===== src/rtl/reg_file_pkg.sv =====
`default_nettype none
// ============================================================================
// Module      : rf_pkg (package)
// Description : Shared widths and flag bit positions for the register file.
//               XLEN   - data width of every register
//               NREG   - number of architectural registers (x0..x31)
//               REG_AW - register index width
//               FLAG_* - bit positions inside flags_q ({N,Z,C,V})
// Revision    : 1.0 - initial release
// ============================================================================
package rf_pkg;

    localparam int XLEN   = 32;
    localparam int NREG   = 32;
    localparam int REG_AW = 5;

    localparam int FLAG_N = 3;
    localparam int FLAG_Z = 2;
    localparam int FLAG_C = 1;
    localparam int FLAG_V = 0;

    localparam int NFLAG  = 4;

endpackage : rf_pkg
`default_nettype wire


===== src/rtl/reg_file_flag_reg.sv =====
`default_nettype none
// ============================================================================
// Module      : flag_reg
// Description : 4-bit enable register holding the captured ALU flags.
//               Synchronous active-high reset clears the register; otherwise
//               it loads i_d when i_en is high and holds otherwise.
// Ports       : clk  - clock
//               rst  - synchronous active-high reset
//               i_en - load enable
//               i_d  - next flag value
//               o_q  - registered flags
// Revision    : 1.0 - initial release
// ============================================================================
module flag_reg
    import rf_pkg::*;
(
    input  logic             clk,
    input  logic             rst,
    input  logic             i_en,
    input  logic [NFLAG-1:0] i_d,
    output logic [NFLAG-1:0] o_q
);

    logic [NFLAG-1:0] r_q;

    always_ff @(posedge clk) begin
        if (rst) begin
            r_q <= '0;
        end else if (i_en) begin
            r_q <= i_d;
        end
    end

    assign o_q = r_q;

endmodule : flag_reg
`default_nettype wire


===== src/rtl/reg_file.sv =====
`default_nettype none
// ============================================================================
// Module      : reg_file
// Description : 32 x 32-bit integer register file with two combinational
//               read ports, one synchronous write port and a 4-bit ALU flag
//               register. x0 is hardwired to zero.
// Ports       : clk, rst           - clock, synchronous active-high reset
//               rs1_addr/rs1_data  - read port 1 (ALU operand A)
//               rs2_addr/rs2_data  - read port 2 (ALU operand B)
//               rd_addr/rd_we/rd_data - write port
//               flag_we, n_f, z_f, c_f, v_f - flag capture
//               flags_q            - registered flags {N,Z,C,V}
// Options     : REGFILE_BYPASS_EN  - when defined, a read of the register
//               being written in the same cycle returns rd_data
//               (write-through). Undefined: the old stored value is returned.
// Revision    : 1.0 - initial release
// ============================================================================
module reg_file
    import rf_pkg::*;
(
    input  logic              clk,
    input  logic              rst,
    input  logic [REG_AW-1:0] rs1_addr,
    input  logic [REG_AW-1:0] rs2_addr,
    input  logic [REG_AW-1:0] rd_addr,
    input  logic              rd_we,
    input  logic [XLEN-1:0]   rd_data,
    output logic [XLEN-1:0]   rs1_data,
    output logic [XLEN-1:0]   rs2_data,
    input  logic              flag_we,
    input  logic              z_f,
    input  logic              n_f,
    input  logic              v_f,
    input  logic              c_f,
    output logic [NFLAG-1:0]  flags_q
);

    localparam logic [REG_AW-1:0] c_zero_addr = '0;

    // Entry 0 is cleared by reset and never written, but the read muxes
    // still force zero so x0 does not depend on that storage element.
    logic [XLEN-1:0] r_regs [NREG];

    logic            w_wr_en;
    logic [XLEN-1:0] w_rs1_stored;
    logic [XLEN-1:0] w_rs2_stored;
    logic [NFLAG-1:0] w_flags_d;

    assign w_wr_en = rd_we && (rd_addr != c_zero_addr);

    // ------------------------------------------------------------------------
    // Storage
    // ------------------------------------------------------------------------
    always_ff @(posedge clk) begin
        if (rst) begin
            for (int i = 0; i < NREG; i++) begin
                r_regs[i] <= '0;
            end
        end else if (w_wr_en) begin
            r_regs[rd_addr] <= rd_data;
        end
    end

    // ------------------------------------------------------------------------
    // Read ports
    // ------------------------------------------------------------------------
    assign w_rs1_stored = (rs1_addr == c_zero_addr) ? '0 : r_regs[rs1_addr];
    assign w_rs2_stored = (rs2_addr == c_zero_addr) ? '0 : r_regs[rs2_addr];

`ifdef REGFILE_BYPASS_EN
    // Write-through: forward the incoming data unless reset is discarding
    // the write. w_wr_en already excludes x0.
    logic w_byp1;
    logic w_byp2;

    assign w_byp1 = w_wr_en && !rst && (rs1_addr == rd_addr);
    assign w_byp2 = w_wr_en && !rst && (rs2_addr == rd_addr);

    assign rs1_data = w_byp1 ? rd_data : w_rs1_stored;
    assign rs2_data = w_byp2 ? rd_data : w_rs2_stored;
`else
    assign rs1_data = w_rs1_stored;
    assign rs2_data = w_rs2_stored;
`endif

    // ------------------------------------------------------------------------
    // Flags
    // ------------------------------------------------------------------------
    always_comb begin
        w_flags_d         = '0;
        w_flags_d[FLAG_N] = n_f;
        w_flags_d[FLAG_Z] = z_f;
        w_flags_d[FLAG_C] = c_f;
        w_flags_d[FLAG_V] = v_f;
    end

    flag_reg u_flag_reg (
        .clk  (clk),
        .rst  (rst),
        .i_en (flag_we),
        .i_d  (w_flags_d),
        .o_q  (flags_q)
    );

endmodule : reg_file
`default_nettype wire


===== config.mk =====
export PLATFORM = sky130hd
export DESIGN_NAME = reg_file
export DESIGN_NICKNAME = d
export VERILOG_FILES = /design/src/rtl/reg_file_pkg.sv /design/src/rtl/reg_file_flag_reg.sv /design/src/rtl/reg_file.sv
export SDC_FILE = /design/constraint.sdc
export NUM_CORES = 2
export LEC_CHECK = 0
export CAP_MARGIN = 40
export CORE_ASPECT_RATIO = 1.4
export CORE_MARGIN = 1
export CORE_UTILIZATION = 26
export DETAILED_ROUTE_END_ITERATION = 12
export GPL_ROUTABILITY_DRIVEN = 0
export HOLD_SLACK_MARGIN = 0.02
export PLACE_DENSITY = 0.42
export SLEW_MARGIN = 20
export SYNTH_ARGS = -nofsm -noshare
export SYNTH_HDL_FRONTEND = slang
export SYNTH_SLANG_ARGS = --single-unit

===== constraint.sdc =====
create_clock -name clk -period 2.5 [get_ports clk]
set_input_delay 0.25 -clock clk [delete_from_list [all_inputs] [get_ports clk]]
set_output_delay 0.25 -clock clk [all_outputs]
set_load 0.01 [all_outputs]

==> results_tabular.tex <==
\begin{tabular}{lr}
\hline
Metric & Value \\
\hline
\multicolumn{2}{l}{\textbf{Detailed routing}} \\
\quad DRC viols & 0 \\
\quad Length of the first detailed-routing pass in iterations & 7 \\
\quad Via count & 34,300 \\
\quad Ratio of routed vias to standard cells & between 5 and 6 \\
\quad Total length of routed wires & $\sim$210,000 um \\
\quad Routed WL per cell & between 30 and 40 um \\
\quad Antenna Violating Nets Remaining & 0 \\
\quad DRT iter0 DRCs & 3,247 \\
\multicolumn{2}{l}{\textbf{Clocking}} \\
\quad Clock tree sinks & between 1,000 and 1,500 \\
\quad CTS tree & built \\
\quad Root Buffer Master & clkbuf\_16 \\
\quad Worst skew pair latency & 0.70 ns \\
\quad Clock Path Buffers & 3 \\
\quad CTS H-Tree Depth & 3 \\
\quad Clk pin slew, worst setup/hold paths & about 0.06 ns \\
\quad TritonCTS Buffers & 106 \\
\multicolumn{2}{l}{\textbf{Die}} \\
\quad Placeable Area & a little over 200,000 um\^{}2 \\
\quad Die Area & approximately 210,000 um\^{}2 \\
\quad Number of ports placed on the die boundary & between 100 and 150 \\
\quad Die height & about 540 um \\
\quad Chip width & roughly 390 um \\
\quad Standard-cell rows & a little under 200 \\
\quad Initial Util & 0.262 \\
\multicolumn{2}{l}{\textbf{Synth}} \\
\quad Number of flops mapped to enable cells by yosys & between 1,000 and 1,500 \\
\quad Sequential cell area fraction in the yosys report & 0.568 \\
\quad Async S/R FF share, synth & 0 \\
\quad Count of mapped cells out of synthesis & about 3,600 \\
\quad Distinct cell type count after synthesis & 42 \\
\quad Most instantiated flip-flop cell in the synthesis netlist & edfxtp\_1 \\
\quad Total standard cell area after synthesis & roughly 54,000 um\^{}2 \\
\quad Syn Area/Cell & around 15 um\^{}2 \\
\quad Number of storage elements in the synthesis netlist & about 1,000 \\
\quad Synth warn & 0 \\
\multicolumn{2}{l}{\textbf{Pwr}} \\
\quad Switching part of the total & 0.259 \\
\quad Power share of the clock group & 0.382 \\
\quad Logic pwr share & 0.155 \\
\quad Relative contribution of sequential cells to total power & 0.463 \\
\quad Total power & between 0.04 and 0.05 W \\
\quad Switching Power & between 0.01 and 0.015 W \\
\quad Pwr/cell area & roughly 640 nW/um\^{}2 \\
\quad Int Power & 0.0326 W \\
\quad Leakage power & around 24 nW \\
\quad Peak ir drop on the vdd network & slightly above 0.5 mV \\
\multicolumn{2}{l}{\textbf{Worst setup path}} \\
\quad Number of cells on the worst reg-to-reg path & 2 \\
\quad Worst Path Buf+Inv & 1 \\
\quad Crit-path max FO & 2 \\
\quad Arrival time at the worst endpoint & between 2 and 3 ns \\
\quad Critical-path cell list & mux4\_2, a22o\_1, a2111oi\_4, nor3\_4, buf\_2 \\
\quad Type of destination of the critical path & output pin \\
\quad FF-to-FF setup slack & 1.89 ns \\
\quad Largest delay contributor family on the critical path & compound AO/OA/AOI/OAI gates \\
\quad Cell at the slowest stage of the critical path & mux4\_2 \\
\quad Kind of critical path & flop to output pin \\
\quad Reg-to-reg critical path startpoint & u\_flag\_reg.o\_q[2] \\
\quad Critical Path Max Stage Delay & roughly 0.55 ns \\
\quad Critical R2R Capture & u\_flag\_reg.o\_q[2] \\
\quad Crit path required time & 2.25 ns \\
\quad Category of the worst setup path launch point & flop \\
\multicolumn{2}{l}{\textbf{Global route}} \\
\quad Global-route wire length before repair & $\sim$300,000 um \\
\quad Remaining global-route overflow & 0 \\
\quad Via count of the first global-routing pass & 35,800 \\
\quad Initial antenna violation count & 16 \\
\quad Pin count of the biggest net entering global routing & 68 \\
\quad Total GRT Usage & 0.201 \\
\multicolumn{2}{l}{\textbf{STA}} \\
\quad Worst slew slack as a fraction of its limit & 0.510 \\
\quad Highest attainable clock frequency & between 300 and 400 MHz \\
\quad Worst Skew & 0 ns \\
\quad Shortest period the worst path allows & 2.88 ns \\
\quad Max-slew violations & 0 \\
\quad Fraction of the cycle the final worst path needs & 1.15 \\
\quad Post-route worst setup slack & -0.376 ns \\
\quad Setup repair after global routing missed its margin & true \\
\quad Final-report hold violation count & 0 \\
\quad Worst hold margin & 0.158 ns \\
\quad Count of final setup violators & 64 \\
\quad Setup Total Neg Slack & -12.44 ns \\
\quad Slew of the pin with the lowest slew margin & 0.735 ns \\
\multicolumn{2}{l}{\textbf{Cells and area}} \\
\quad Proportion of layout cells with a drive suffix above 1 & 0.361 \\
\quad Area overhead of the layout relative to synthesis & 26.4\% \\
\quad Post-route insts no fill & about 6,800 \\
\quad Post-layout nets & between 4,000 and 5,000 \\
\quad Sequential cell area in the final layout & slightly above 30,000 um\^{}2 \\
\quad Fillcell total & $\sim$20,000 \\
\quad Total area of multi-input combinational cells & roughly 24,000 um\^{}2 \\
\multicolumn{2}{l}{\textbf{Worst hold path}} \\
\quad Worst Min Path Start & rst \\
\quad Worst Hold Class & input port to flop \\
\quad Count of cells along the worst hold path & 3 \\
\quad Endpoint, Worst Hold & u\_flag\_reg.o\_q[2] \\
\multicolumn{2}{l}{\textbf{Place}} \\
\quad Final HPWL from detailed placement & about 150,000 um \\
\quad Count of input and output buffers & roughly 120 \\
\quad Setup slack after placement & -1.38 ns \\
\quad Cell total after placement & between 6,000 and 7,000 \\
\multicolumn{2}{l}{\textbf{Run}} \\
\quad Max-cap violations & 0 \\
\multicolumn{2}{l}{\textbf{Outcome}} \\
\quad Result of the run & finished, violations left \\
\quad Failing checks & negative setup slack \\
\hline
\end{tabular}
synthesized netlist by cell type (all sizes together), types with 2 or more instances:
cell type  instances  area (um^2)
a2111oi           32          357
or3b               4         35.0
dfxtp              4         80.1
clkbuf           282         1060
inv               27          101
o221ai            31          272
nand2              4         15.0
mux4             423         9530
nor2b             16          100
a221oi            26          228
nand3b             5         37.5
and2             993         6210
a22o              68          596
buf              110          651
mux2              26          293
nand3              2         10.0
a21oi             25          125
nand2b             3         18.8
or2               31          194
nor2              64          240
a211o             25          219
a211oi            43          323
mux2i            220         2200
o22ai             58          363
edfxtp          1024        30700
nor3              33          165
or3                3         18.8
nor4               7         43.8
kinds of logic (layout without fill, tap and decap cells):
kind of cell | Yosys count | in the layout | synth area share
other | 1 | 40 | 0.0000691
muxes | 669 | 669 | 0.221
buffers and inverters | 419 | 882 | 0.0333
and+or+nand+nor | 1171 | 1171 | 0.132
DFF | 1028 | 1028 | 0.568
AOI/OAI and AO/OA | 310 | 310 | 0.0460
metal layers:
| layer | wire length (um) | GRT usage | vias to the layer above |
|---|---|---|---|
| li1 | - | - | 14700 |
| met1 | 95400 | 0.274 | 18400 |
| met2 | 105000 | 0.343 | 1005 |
| met3 | 9160 | 0.0194 | 207 |
| met4 | 4140 | 0.0445 | 2 |
| met5 | 15 | 0 | - |
stage by stage:
step	area, um^2	util
2_1_floorplan	54400	-
4_1_cts	68300	0.329
3_5_place_dp	63700	0.307
3_3_place_gp	63600	0.307
5_1_grt	68600	0.331
6_report	68600	0.331
power groups by stage:
stage                     Clock, W  Sequential [W]  Combinational (W)
after floorplan                  0          0.0205            0.00309
after global placement           0          0.0207            0.00649
after detailed placement         0          0.0208            0.00647
after CTS                   0.0172          0.0204            0.00676
after global routing        0.0177          0.0205            0.00712
final                       0.0168          0.0204            0.00683
final cells by class:
class,count,area share
Clock buffer,127,0.0404
Clock inverter,66,0.0113
Tap cell,2700,0.0492
Timing Repair Buffer,662,0.101
Sequential cell,1028,0.449
Inverter,27,0.00148
Antenna cell,8,0.000292
Multi-Input combinational cell,2182,0.347
what timing repair did:
| action | in CTS | in global routing |
|---|---|---|
| buffers inserted | 13 | 4 |
| pin swaps | 152 | 48 |
| resized for setup | 499 | 57 |
| hold buffers | 0 | 0 |
| setup endpoints to repair | 64 | 64 |
layout by cell type, fill, tap and decap left out, types with 30 or more instances in the layout:
cell type / netlist / final
o221ai_1: 31 / 31
or2_2: 31 / 31
clkdlybuf4s50_1: 0 / 49
edfxtp_1: 1024 / 1024
conb_1: 1 / 32
a2111oi_4: 0 / 30
nor2_4: 0 / 33
mux2i_1: 220 / 199
a22o_1: 68 / 48
buf_12: 0 / 148
mux4_2: 423 / 423
clkbuf_16: 0 / 108
o22ai_1: 58 / 36
and2_1: 993 / 992
buf_2: 67 / 47
buf_4: 21 / 392
worst max-delay path by stage:
| stage | startpoint | to | slack, ns | cells after the start |
|---|---|---|---|---|
| floorplan | rs2_addr[2] | rs2_data[11] | 0.39 | 7 |
| global placement | rs2_addr[3] | rs2_data[22] | -1.42 | 9 |
| detailed placement | rs2_addr[3] | rs2_data[22] | -1.38 | 9 |
| CTS | r_regs[14][6] | rs2_data[6] | -0.42 | 5 |
| global route | r_regs[11][13] | rs2_data[13] | -0.44 | 6 |
| finish | r_regs[15][16] | rs2_data[16] | -0.38 | 5 |
sequential cells by signal, summed over array words and instances (netlist names):
register,count
r_regs,1024
u_flag_reg.o_q,4
worst register-to-register path: cells and delay by family, from the launching register on:
family	cells	cell delay (ns)
flip-flops	1	0.31
multiplexers	1	0.13
AND/OR/NAND/NOR	1	0.05
Power figures use the tool's default switching activity.
